<file path="config.mk">
export PLATFORM = sky130hd
export DESIGN_NAME = fifo_rr_scheduler
export DESIGN_NICKNAME = d
export VERILOG_FILES = /design/src/rtl/fifo_rr_scheduler.sv
export SDC_FILE = /design/constraint.sdc
export NUM_CORES = 1
export LEC_CHECK = 0
export BUFFER_PORTS_ARGS = -buffer_cell sky130_fd_sc_hd__buf_2
export CAP_MARGIN = 20
export CORE_MARGIN = 8
export CORE_UTILIZATION = 43
export CTS_CLUSTER_SIZE = 8
export DETAILED_ROUTE_END_ITERATION = 8
export GPL_ROUTABILITY_DRIVEN = 0
export PLACE_DENSITY = 0.89
export SLEW_MARGIN = 25
export SYNTH_ARGS = -nofsm -noshare
export SYNTH_HDL_FRONTEND = slang
export SYNTH_SLANG_ARGS = --single-unit
</file>
<file path="constraint.sdc">
create_clock -name clk -period 4.4 [get_ports clk]
set_clock_uncertainty 0.1 [all_clocks]
set_input_delay 0.88 -clock clk [delete_from_list [all_inputs] [get_ports clk]]
set_output_delay 0.88 -clock clk [all_outputs]
set_load 0.03 [all_outputs]
</file>
<file path="src/rtl/fifo_rr_scheduler.sv">
// ---------------------------------------------------------------------------
// fifo_rr_scheduler
//
// Round-robin scheduler that drains four source FIFOs into one destination
// FIFO at up to one word per cycle. It issues the source read strobes and
// the destination write strobe, and it honours destination back-pressure.
// It also owns the almost-full/almost-empty thresholds shared by all five
// FIFOs, and it keeps a sticky OR of their error flags.
//
// Ports
//   clk             : clock; all state updates on the rising edge
//   reset_L         : asynchronous active-low reset
//   init            : configuration request; forces the INIT state
//   cfg_th_full     : almost-full threshold, sampled every INIT cycle
//   cfg_th_empty    : almost-empty threshold, sampled every INIT cycle
//   src_empty       : per-source fifo_empty
//   src_data        : per-source fifo_data_out, source i at [i*DATA_SIZE +: DATA_SIZE]
//   src_error       : per-source fifo_error
//   dst_pause       : destination fifo_pause (back-pressure)
//   dst_error       : destination fifo_error
//   src_read        : per-source read strobe, one-hot or zero
//   dst_write       : destination write strobe
//   dst_data        : destination data_in
//   th_almost_full  : almost-full threshold driven to all FIFOs
//   th_almost_empty : almost-empty threshold driven to all FIFOs
//   grant           : index of the source picked by the most recent read
//   idle            : high while in IDLE
//   error           : sticky OR of all FIFO error flags
// ---------------------------------------------------------------------------
module fifo_rr_scheduler #(
  parameter int DATA_SIZE = 12,
  parameter int NUM_SRC   = 4
) (
  input  logic                         clk,
  input  logic                         reset_L,
  input  logic                         init,
  input  logic [DATA_SIZE-1:0]         cfg_th_full,
  input  logic [DATA_SIZE-1:0]         cfg_th_empty,
  input  logic [NUM_SRC-1:0]           src_empty,
  input  logic [NUM_SRC*DATA_SIZE-1:0] src_data,
  input  logic [NUM_SRC-1:0]           src_error,
  input  logic                         dst_pause,
  input  logic                         dst_error,
  output logic [NUM_SRC-1:0]           src_read,
  output logic                         dst_write,
  output logic [DATA_SIZE-1:0]         dst_data,
  output logic [DATA_SIZE-1:0]         th_almost_full,
  output logic [DATA_SIZE-1:0]         th_almost_empty,
  output logic [1:0]                   grant,
  output logic                         idle,
  output logic                         error
);

  localparam int IDX_W = $clog2(NUM_SRC);

  typedef enum logic [1:0] {
    ST_INIT   = 2'd0,
    ST_IDLE   = 2'd1,
    ST_ACTIVE = 2'd2
  } state_e;

  state_e               state_q, state_d;
  logic [IDX_W-1:0]     last_q, last_d;
  logic [IDX_W-1:0]     grant_q, grant_d;
  logic                 wr_q, wr_d;
  logic [DATA_SIZE-1:0] th_full_q, th_full_d;
  logic [DATA_SIZE-1:0] th_empty_q, th_empty_d;
  logic                 error_q, error_d;

  logic [IDX_W-1:0]     sel;
  logic                 found;
  logic [IDX_W-1:0]     idx;
  logic [DATA_SIZE-1:0] grant_word;

  // -------------------------------------------------------------------------
  // Round-robin pick: scan last+1, last+2, ... (mod NUM_SRC) and take the
  // first non-empty source. The pointer arithmetic wraps naturally in IDX_W
  // bits.
  // -------------------------------------------------------------------------
  always_comb begin
    // NOTE: every variable gets a default before any conditional assignment,
    // so no path through the block leaves it unassigned and no latch appears.
    sel   = last_q;
    found = 1'b0;
    idx   = '0;
    for (int k = 1; k <= NUM_SRC; k++) begin
      idx = last_q + IDX_W'(k);
      if (!found && !src_empty[idx]) begin
        sel   = idx;
        found = 1'b1;
      end
    end
  end

  // -------------------------------------------------------------------------
  // FSM: state register
  // -------------------------------------------------------------------------
  always_ff @(posedge clk or negedge reset_L) begin
    if (!reset_L) begin
      state_q <= ST_INIT;
    end else begin
      // NOTE: sequential state uses non-blocking assignment so every register
      // samples pre-edge values regardless of process evaluation order.
      state_q <= state_d;
    end
  end

  // -------------------------------------------------------------------------
  // FSM: next-state logic. init outranks everything else.
  // -------------------------------------------------------------------------
  always_comb begin
    state_d = state_q;
    case (state_q)
      ST_INIT: begin
        if (!init) state_d = ST_IDLE;
      end
      ST_IDLE: begin
        if (init)                state_d = ST_INIT;
        else if (!(&src_empty))  state_d = ST_ACTIVE;
      end
      ST_ACTIVE: begin
        if (init)                             state_d = ST_INIT;
        else if ((&src_empty) && !(|src_read)) state_d = ST_IDLE;
      end
      default: state_d = ST_INIT;
    endcase
  end

  // -------------------------------------------------------------------------
  // FSM: outputs. The read strobe is combinational so a pick in cycle N pops
  // the source on the edge ending cycle N. A pause blocks the read in the
  // same cycle it is seen.
  // -------------------------------------------------------------------------
  always_comb begin
    src_read = '0;
    idle     = 1'b0;
    case (state_q)
      ST_IDLE:   idle = 1'b1;
      ST_ACTIVE: begin
        if (!init && !dst_pause && found) src_read[sel] = 1'b1;
      end
      default: ;
    endcase
  end

  // -------------------------------------------------------------------------
  // Datapath next-state: pointer/grant follow each read; thresholds track the
  // configuration inputs only while in INIT, which also clears the error.
  // -------------------------------------------------------------------------
  always_comb begin
    last_d     = last_q;
    grant_d    = grant_q;
    wr_d       = |src_read;
    th_full_d  = th_full_q;
    th_empty_d = th_empty_q;
    error_d    = error_q;

    if (|src_read) begin
      last_d  = sel;
      grant_d = sel;
    end

    if (state_q == ST_INIT) begin
      th_full_d  = cfg_th_full;
      th_empty_d = cfg_th_empty;
      error_d    = 1'b0;
    end else begin
      error_d = error_q | (|src_error) | dst_error;
    end
  end

  always_ff @(posedge clk or negedge reset_L) begin
    if (!reset_L) begin
      last_q     <= IDX_W'(NUM_SRC - 1);
      grant_q    <= '0;
      wr_q       <= 1'b0;
      th_full_q  <= '0;
      th_empty_q <= '0;
      error_q    <= 1'b0;
    end else begin
      last_q     <= last_d;
      grant_q    <= grant_d;
      wr_q       <= wr_d;
      th_full_q  <= th_full_d;
      th_empty_q <= th_empty_d;
      error_q    <= error_d;
    end
  end

  // -------------------------------------------------------------------------
  // Output pipeline: the source presents the popped word one cycle after the
  // read edge, which is exactly when wr_q and grant_q describe that read.
  // -------------------------------------------------------------------------
  always_comb begin
    grant_word = '0;
    for (int i = 0; i < NUM_SRC; i++) begin
      if (grant_q == IDX_W'(i)) grant_word = src_data[i*DATA_SIZE +: DATA_SIZE];
    end
  end

  assign dst_write       = wr_q;
  assign dst_data        = wr_q ? grant_word : '0;
  assign th_almost_full  = th_full_q;
  assign th_almost_empty = th_empty_q;
  assign grant           = grant_q;
  assign error           = error_q;

endmodule

</file>
==> results of run 1 <==
stage by stage:
stage	utilization	instance area, um2	setup slack, ns
floorplan	-	1690	1.14
global route	0.669	2480	1.19
finish	0.669	2480	1.30
CTS	0.668	2480	1.29
global placement	0.637	2370	1.32
detailed placement	0.638	2370	1.30
power groups by stage:
stage	registers, mW	clock network, mW	logic (mW)
after floorplan	0.527	0	0.292
after global placement	0.458	0	0.489
after detailed placement	0.463	0	0.505
after CTS	0.459	0.288	0.506
after global routing	0.474	0.297	0.532
final	0.455	0.278	0.500
cell families after synthesis:
family	count (synthesis)	synth area share
muxes	38	0.339
DFF	32	0.477
and+or+nand+nor	32	0.117
AOI/OAI and AO/OA	11	0.0438
buffers and inverters	8	0.0245
final timing paths:
check	from	cells after the start	end
min	th_almost_full[5]$_DFFE_PN0N_	1	th_almost_full[5]$_DFFE_PN0N_
min reg2reg	th_almost_full[5]$_DFFE_PN0N_	1	th_almost_full[5]$_DFFE_PN0N_
max in group asynchronous	reset_L	1	grant[1]$_DFFE_PN0N_
min in group asynchronous	reset_L	1	th_almost_empty[10]$_DFFE_PN0N_
max reg2reg	state_q[0]$_DFFE_PN0P_	4	grant[1]$_DFFE_PN0N_
max	src_empty[2]	6	src_read[2]
placed cells by master (no fill, tap or decap), types with 5 or more instances in the layout:
| master | n |
|---|---|
| mux2_2 | 24 |
| clkbuf_8 | 5 |
| mux4_2 | 12 |
| and2_1 | 12 |
| a21oi_1 | 6 |
| buf_2 | 129 |
| nor2_1 | 5 |
| dfrtp_1 | 30 |
worst max-delay path: stages:
cell,delay (ns)
buf_2,0.12
a41o_1,0.25
or3_4,0.41
inv_6,0.10
and3_2,0.17
buf_2,0.19
metal layers:
layer	wire, um	track usage	vias to the layer above	part of all wire
li1	-	-	715	-
met1	1880	0.177	722	0.36
met2	2380	0.256	100	0.46
met3	876	0.103	7	0.17
met4	70	0.0667	0	0.013
met5	0	0	-	0
registers in the layout, summed over array words and instances (netlist names):
name             cells
th_almost_empty     12
th_almost_full      12
grant                2
last_q               2
state_q              2
dst_write            1
error                1
final cells by class:
cell class | instances | area [um2] | area share
Sequential cell | 32 | 803 | 0.323
Timing Repair Buffer | 129 | 646 | 0.260
Clock inverter | 3 | 42.5 | 0.0171
Tap cell | 48 | 60.1 | 0.0242
Multi-Input combinational cell | 81 | 846 | 0.340
Antenna cell | 1 | 2.50 | 0.00101
Clock buffer | 5 | 68.8 | 0.0277
Inverter | 3 | 16.3 | 0.00655
==> results.sh, run 1 <==
export IMPL_status="finished clean"
export IMPL_num_io_pins=130
export IMPL_grt_overflow=0
export IMPL_fillCellCount=288
export IMPL_regToRegSetupSlack_ns=2.73
export IMPL_worst_ep_required_time_ns=3.42
export IMPL_ys_warn_count=0
export IMPL_pwr_share_clk=0.226
export IMPL_async_flop_share=1.00
export IMPL_cts_resized_gates=0
export IMPL_worst_ep_arrival_time_ns=2.12
export IMPL_yosysTopAreaCell="dfrtp_1"
export IMPL_pwr_share_comb=0.405
export IMPL_syn_to_final_growth_pct=47.4
export IMPL_clockBufferDepth=2
export IMPL_clk_pin_slew_worst_paths_ns=0.07
export IMPL_post_cts_buffers=0
export IMPL_switching_share=0.363
export IMPL_yosysMostFrequentCell="dfrtp_1"
export IMPL_fmax_ghz=0.322
export IMPL_slew_violations=0
export IMPL_antenna_found_initial=1
export IMPL_start_util=0.454
export IMPL_min_path_type="flip-flop to flip-flop"
export IMPL_drive_gt1_frac=0.727
export IMPL_maxSlewHeadroom=0.515
export IMPL_synthTopCellsByArea="dfrtp_1 45%, mux2_2 16%, mux4_2 16%"
export IMPL_maxCapViolCount=0
export IMPL_pwr_share_seq=0.369
export IMPL_ctsHoldBuffers=0
export IMPL_wl_per_cell_um=17.2
export IMPL_power_mw=1.23
export IMPL_stdcell_count=302
export IMPL_hpwl_um=4380
export IMPL_grt_pass1_wl_um=8090
export IMPL_synth_fp_nets=206
export IMPL_avgSynthCellArea_um2=13.9
export IMPL_cts_buffers=5
export IMPL_intPower_mw=0.785
export IMPL_netlist_instances=121
export IMPL_cts_max_level=2
export IMPL_setup_violations=0
export IMPL_drt_initial_drc_count=21
export IMPL_whs_ns=0.404
export IMPL_grtUsageTotal=0.165
export IMPL_synth_top_cell_area_share=0.445
export IMPL_ys_seq_area_frac=0.477
export IMPL_finalHoldViolations=0
export IMPL_grt_max_degree=33
export IMPL_cts_root_buf="clkbuf_8"
export IMPL_die_y_um=78.6
export IMPL_netlist_area_um2=1690
export IMPL_p_sw_mw=0.448
export IMPL_drc_errors=0
export IMPL_wirelength_um=5210
export IMPL_vias=1544
export IMPL_num_rows=22
export IMPL_clk_latency_ns=0.28
export IMPL_fin_setup_tns_ns=0
export IMPL_tightest_slew_ns=0.728
export IMPL_drt_vias_per_instance=5.11
export IMPL_critPathLaunchType="input pin"
export IMPL_worstPathMaxFanout=8
export IMPL_yosysUniqueCellTypes=29
export IMPL_irDropWorstVdd_v=0.000347
export IMPL_synthTopCellsByCount="30 x dfrtp_1, 24 x mux2_2, 12 x and2_1, 12 x mux4_2, 6 x a21oi_1"
export IMPL_nNetsFinal=337
export IMPL_layout_min_cycle_time_ns=3.10
export IMPL_worst_setup_path_end_kind="output port"
export IMPL_cts_sinks=32
export IMPL_power_density_nw_per_um2=496
export IMPL_grt_pass1_vias=1715
export IMPL_ys_flop_type="dfrtp_1"
export IMPL_first_pass_iters=4
export IMPL_p_leak_nw=1.27
export IMPL_fp_dieW_um=78.6
export IMPL_ys_ff_latch=32
export IMPL_rsz0062_at_grt="false"
export IMPL_critPathKind="input pin to output port"
export IMPL_dp_cells=293
export IMPL_antenna_left=0
export IMPL_fin_crit_sh=0.705
export IMPL_dieArea_um2=6180
export IMPL_core_area_um2=3720
export IMPL_io_buffers=129
export IMPL_cts_tree="built"
export IMPL_synth_edff_count=0
Note: power is estimated with default switching activity, not from simulation.
==> inputs of run 2 (changes only) <==
CORE_UTILIZATION = 40   (was 43)
PLACE_DENSITY = 0.84   (was 0.89)
clock period = 2.9 ns   (was 4.4 ns; I/O delays follow)
==> run 2 against run 1 <==
  * Clock power is 19% higher
  * Combinational power is 63% higher
  * Core utilization is 5.3 points lower
  * Die area is 6.0% higher
  * Global-route usage is 1.2 points lower
  * Non-clock buffer count is 3 higher
  * Sequential share of layout area is 0.082 points higher
  * Cell count is 1.3% higher
  * Sequential power is 42% higher
  * First-iteration DRC count is 43% higher
  * Critical path type is now flip-flop to output port
  * Largest cell class unchanged
==> results.sh, run 2 (synthesized netlist as in run 1, its figures left out) <==
export IMPL_status="finished clean"
export IMPL_critPathLaunchType="flip-flop"
export IMPL_wirelength_um=5150
export IMPL_first_pass_iters=4
export IMPL_worst_ep_arrival_time_ns=1.95
export IMPL_worst_ep_required_time_ns=2.22
export IMPL_die_y_um=80.9
export IMPL_worst_setup_path_end_kind="output port"
export IMPL_drt_vias_per_instance=4.97
export IMPL_worstPathMaxFanout=6
export IMPL_layout_common_cells="129 x buf_2, 30 x dfrtp_1, 24 x mux2_2"
export IMPL_nNetsFinal=340
export IMPL_irDropWorstVdd_v=0.000368
export IMPL_clockBufferDepth=2
export IMPL_grt_max_degree=33
export IMPL_drt_initial_drc_count=30
export IMPL_wl_per_cell_um=16.8
export IMPL_core_area_um2=4030
export IMPL_vias=1520
export IMPL_cts_root_buf="clkbuf_8"
export IMPL_pre_cts_slack_ns=0.411
export IMPL_fin_crit_sh=0.908
export IMPL_critPathKind="flip-flop to output port"
export IMPL_min_path_type="input pin to asynchronous set/reset pin"
export IMPL_post_cts_buffers=0
export IMPL_maxSlewHeadroom=0.534
export IMPL_ctsHoldBuffers=0
export IMPL_num_rows=23
export IMPL_tightest_slew_ns=0.699
export IMPL_clk_pin_slew_worst_paths_ns=0.07
export IMPL_cts_max_level=2
export IMPL_drc_errors=0
export IMPL_antenna_left=0
export IMPL_p_leak_nw=1.28
export IMPL_num_io_pins=130
export IMPL_stdcell_count=306
export IMPL_cts_resized_gates=0
export IMPL_start_util=0.418
export IMPL_syn_to_final_growth_pct=47.1
export IMPL_cts_buffers=5
export IMPL_fin_setup_tns_ns=0
export IMPL_cts_tree="built"
export IMPL_layout_min_cycle_time_ns=2.63
export IMPL_dieArea_um2=6550
export IMPL_fp_dieW_um=80.9
export IMPL_finalHoldViolations=0
export IMPL_drive_gt1_frac=0.730
export IMPL_reg2regPathDepth=4
export IMPL_grt_pass1_vias=1592
export IMPL_clk_latency_ns=0.28
export IMPL_dp_cells=298
export IMPL_grtUsageTotal=0.152
export IMPL_layout_commonest_cell="buf_2"
export IMPL_slew_violations=0
export IMPL_grt_overflow=0
export IMPL_fillCellCount=340
export IMPL_setup_ws_ns=0.267
export IMPL_setup_violations=0
export IMPL_grt_pass1_wl_um=7760
export IMPL_antenna_found_initial=0
export IMPL_power_density_nw_per_um2=722
export IMPL_power_mw=1.79
export IMPL_cts_sinks=32
export IMPL_rsz0062_at_grt="false"
export IMPL_antennaDiodeCount=0
export IMPL_hpwl_um=4320
export IMPL_maxCapViolCount=0
export IMPL_fmax_ghz=0.380
export IMPL_io_buffers=129
## run 2: critical path, cell delays in order (launching register included)
cell	delay, ns
dfstp_2	0.55
inv_1	0.07
or3_1	0.32
a31oi_2	0.30
nor3b_1	0.21
buf_2	0.22
## run 2: final cells by class
| type | instances | area [um2] | share of cell area |
|---|---|---|---|
| Multi-Input combinational cell | 81 | 841 | 0.339 |
| Clock inverter | 3 | 18.8 | 0.00757 |
| Tap cell | 50 | 62.6 | 0.0252 |
| Sequential cell | 32 | 803 | 0.324 |
| Inverter | 3 | 16.3 | 0.00656 |
| Timing Repair Buffer | 132 | 668 | 0.270 |
| Clock buffer | 5 | 68.8 | 0.0278 |
## run 2: power by group
part | total, mW | switching, mW | internal, mW
clock network | 0.331 | 0.165 | 0.167
registers | 0.645 | 0.0889 | 0.556
logic | 0.813 | 0.417 | 0.396
total | 1.79 | 0.670 | 1.12
## run 2: path summary, 6_finish.rpt
kind | slack, ns | end | start
max | 0.27 | src_read[3] | last_q[1]$_DFFE_PN1N_
max in group asynchronous | 2.01 | dst_write$_DFF_PN0_ | reset_L
min in group clk | 0.37 | state_q[0]$_DFFE_PN0P_ | init
min | 0.24 | th_almost_empty[8]$_DFFE_PN0N_ | reset_L
max reg2reg | 1.27 | grant[1]$_DFFE_PN0N_ | state_q[0]$_DFFE_PN0P_
min reg2reg | 0.40 | th_almost_full[10]$_DFFE_PN0N_ | th_almost_full[10]$_DFFE_PN0N_
## run 2: per-layer routing
| metal | vias to the layer above | part of all wire | GRT usage |
|---|---|---|---|
| met5 | - | 0 | 0 |
| met4 | 0 | 0.010 | 0.0482 |
| met1 | 696 | 0.38 | 0.167 |
| met2 | 98 | 0.46 | 0.249 |
| met3 | 6 | 0.15 | 0.0817 |
| li1 | 720 | - | - |
## run 2: through the flow
stage / utilization / cell area (um2) / hold slack, ns
floorplan: - / 1690 / 0.184
global placement: 0.593 / 2390 / 0.385
detailed placement: 0.593 / 2390 / 0.390
CTS: 0.615 / 2480 / 0.254
global route: 0.615 / 2480 / 0.284
finish: 0.615 / 2480 / 0.238
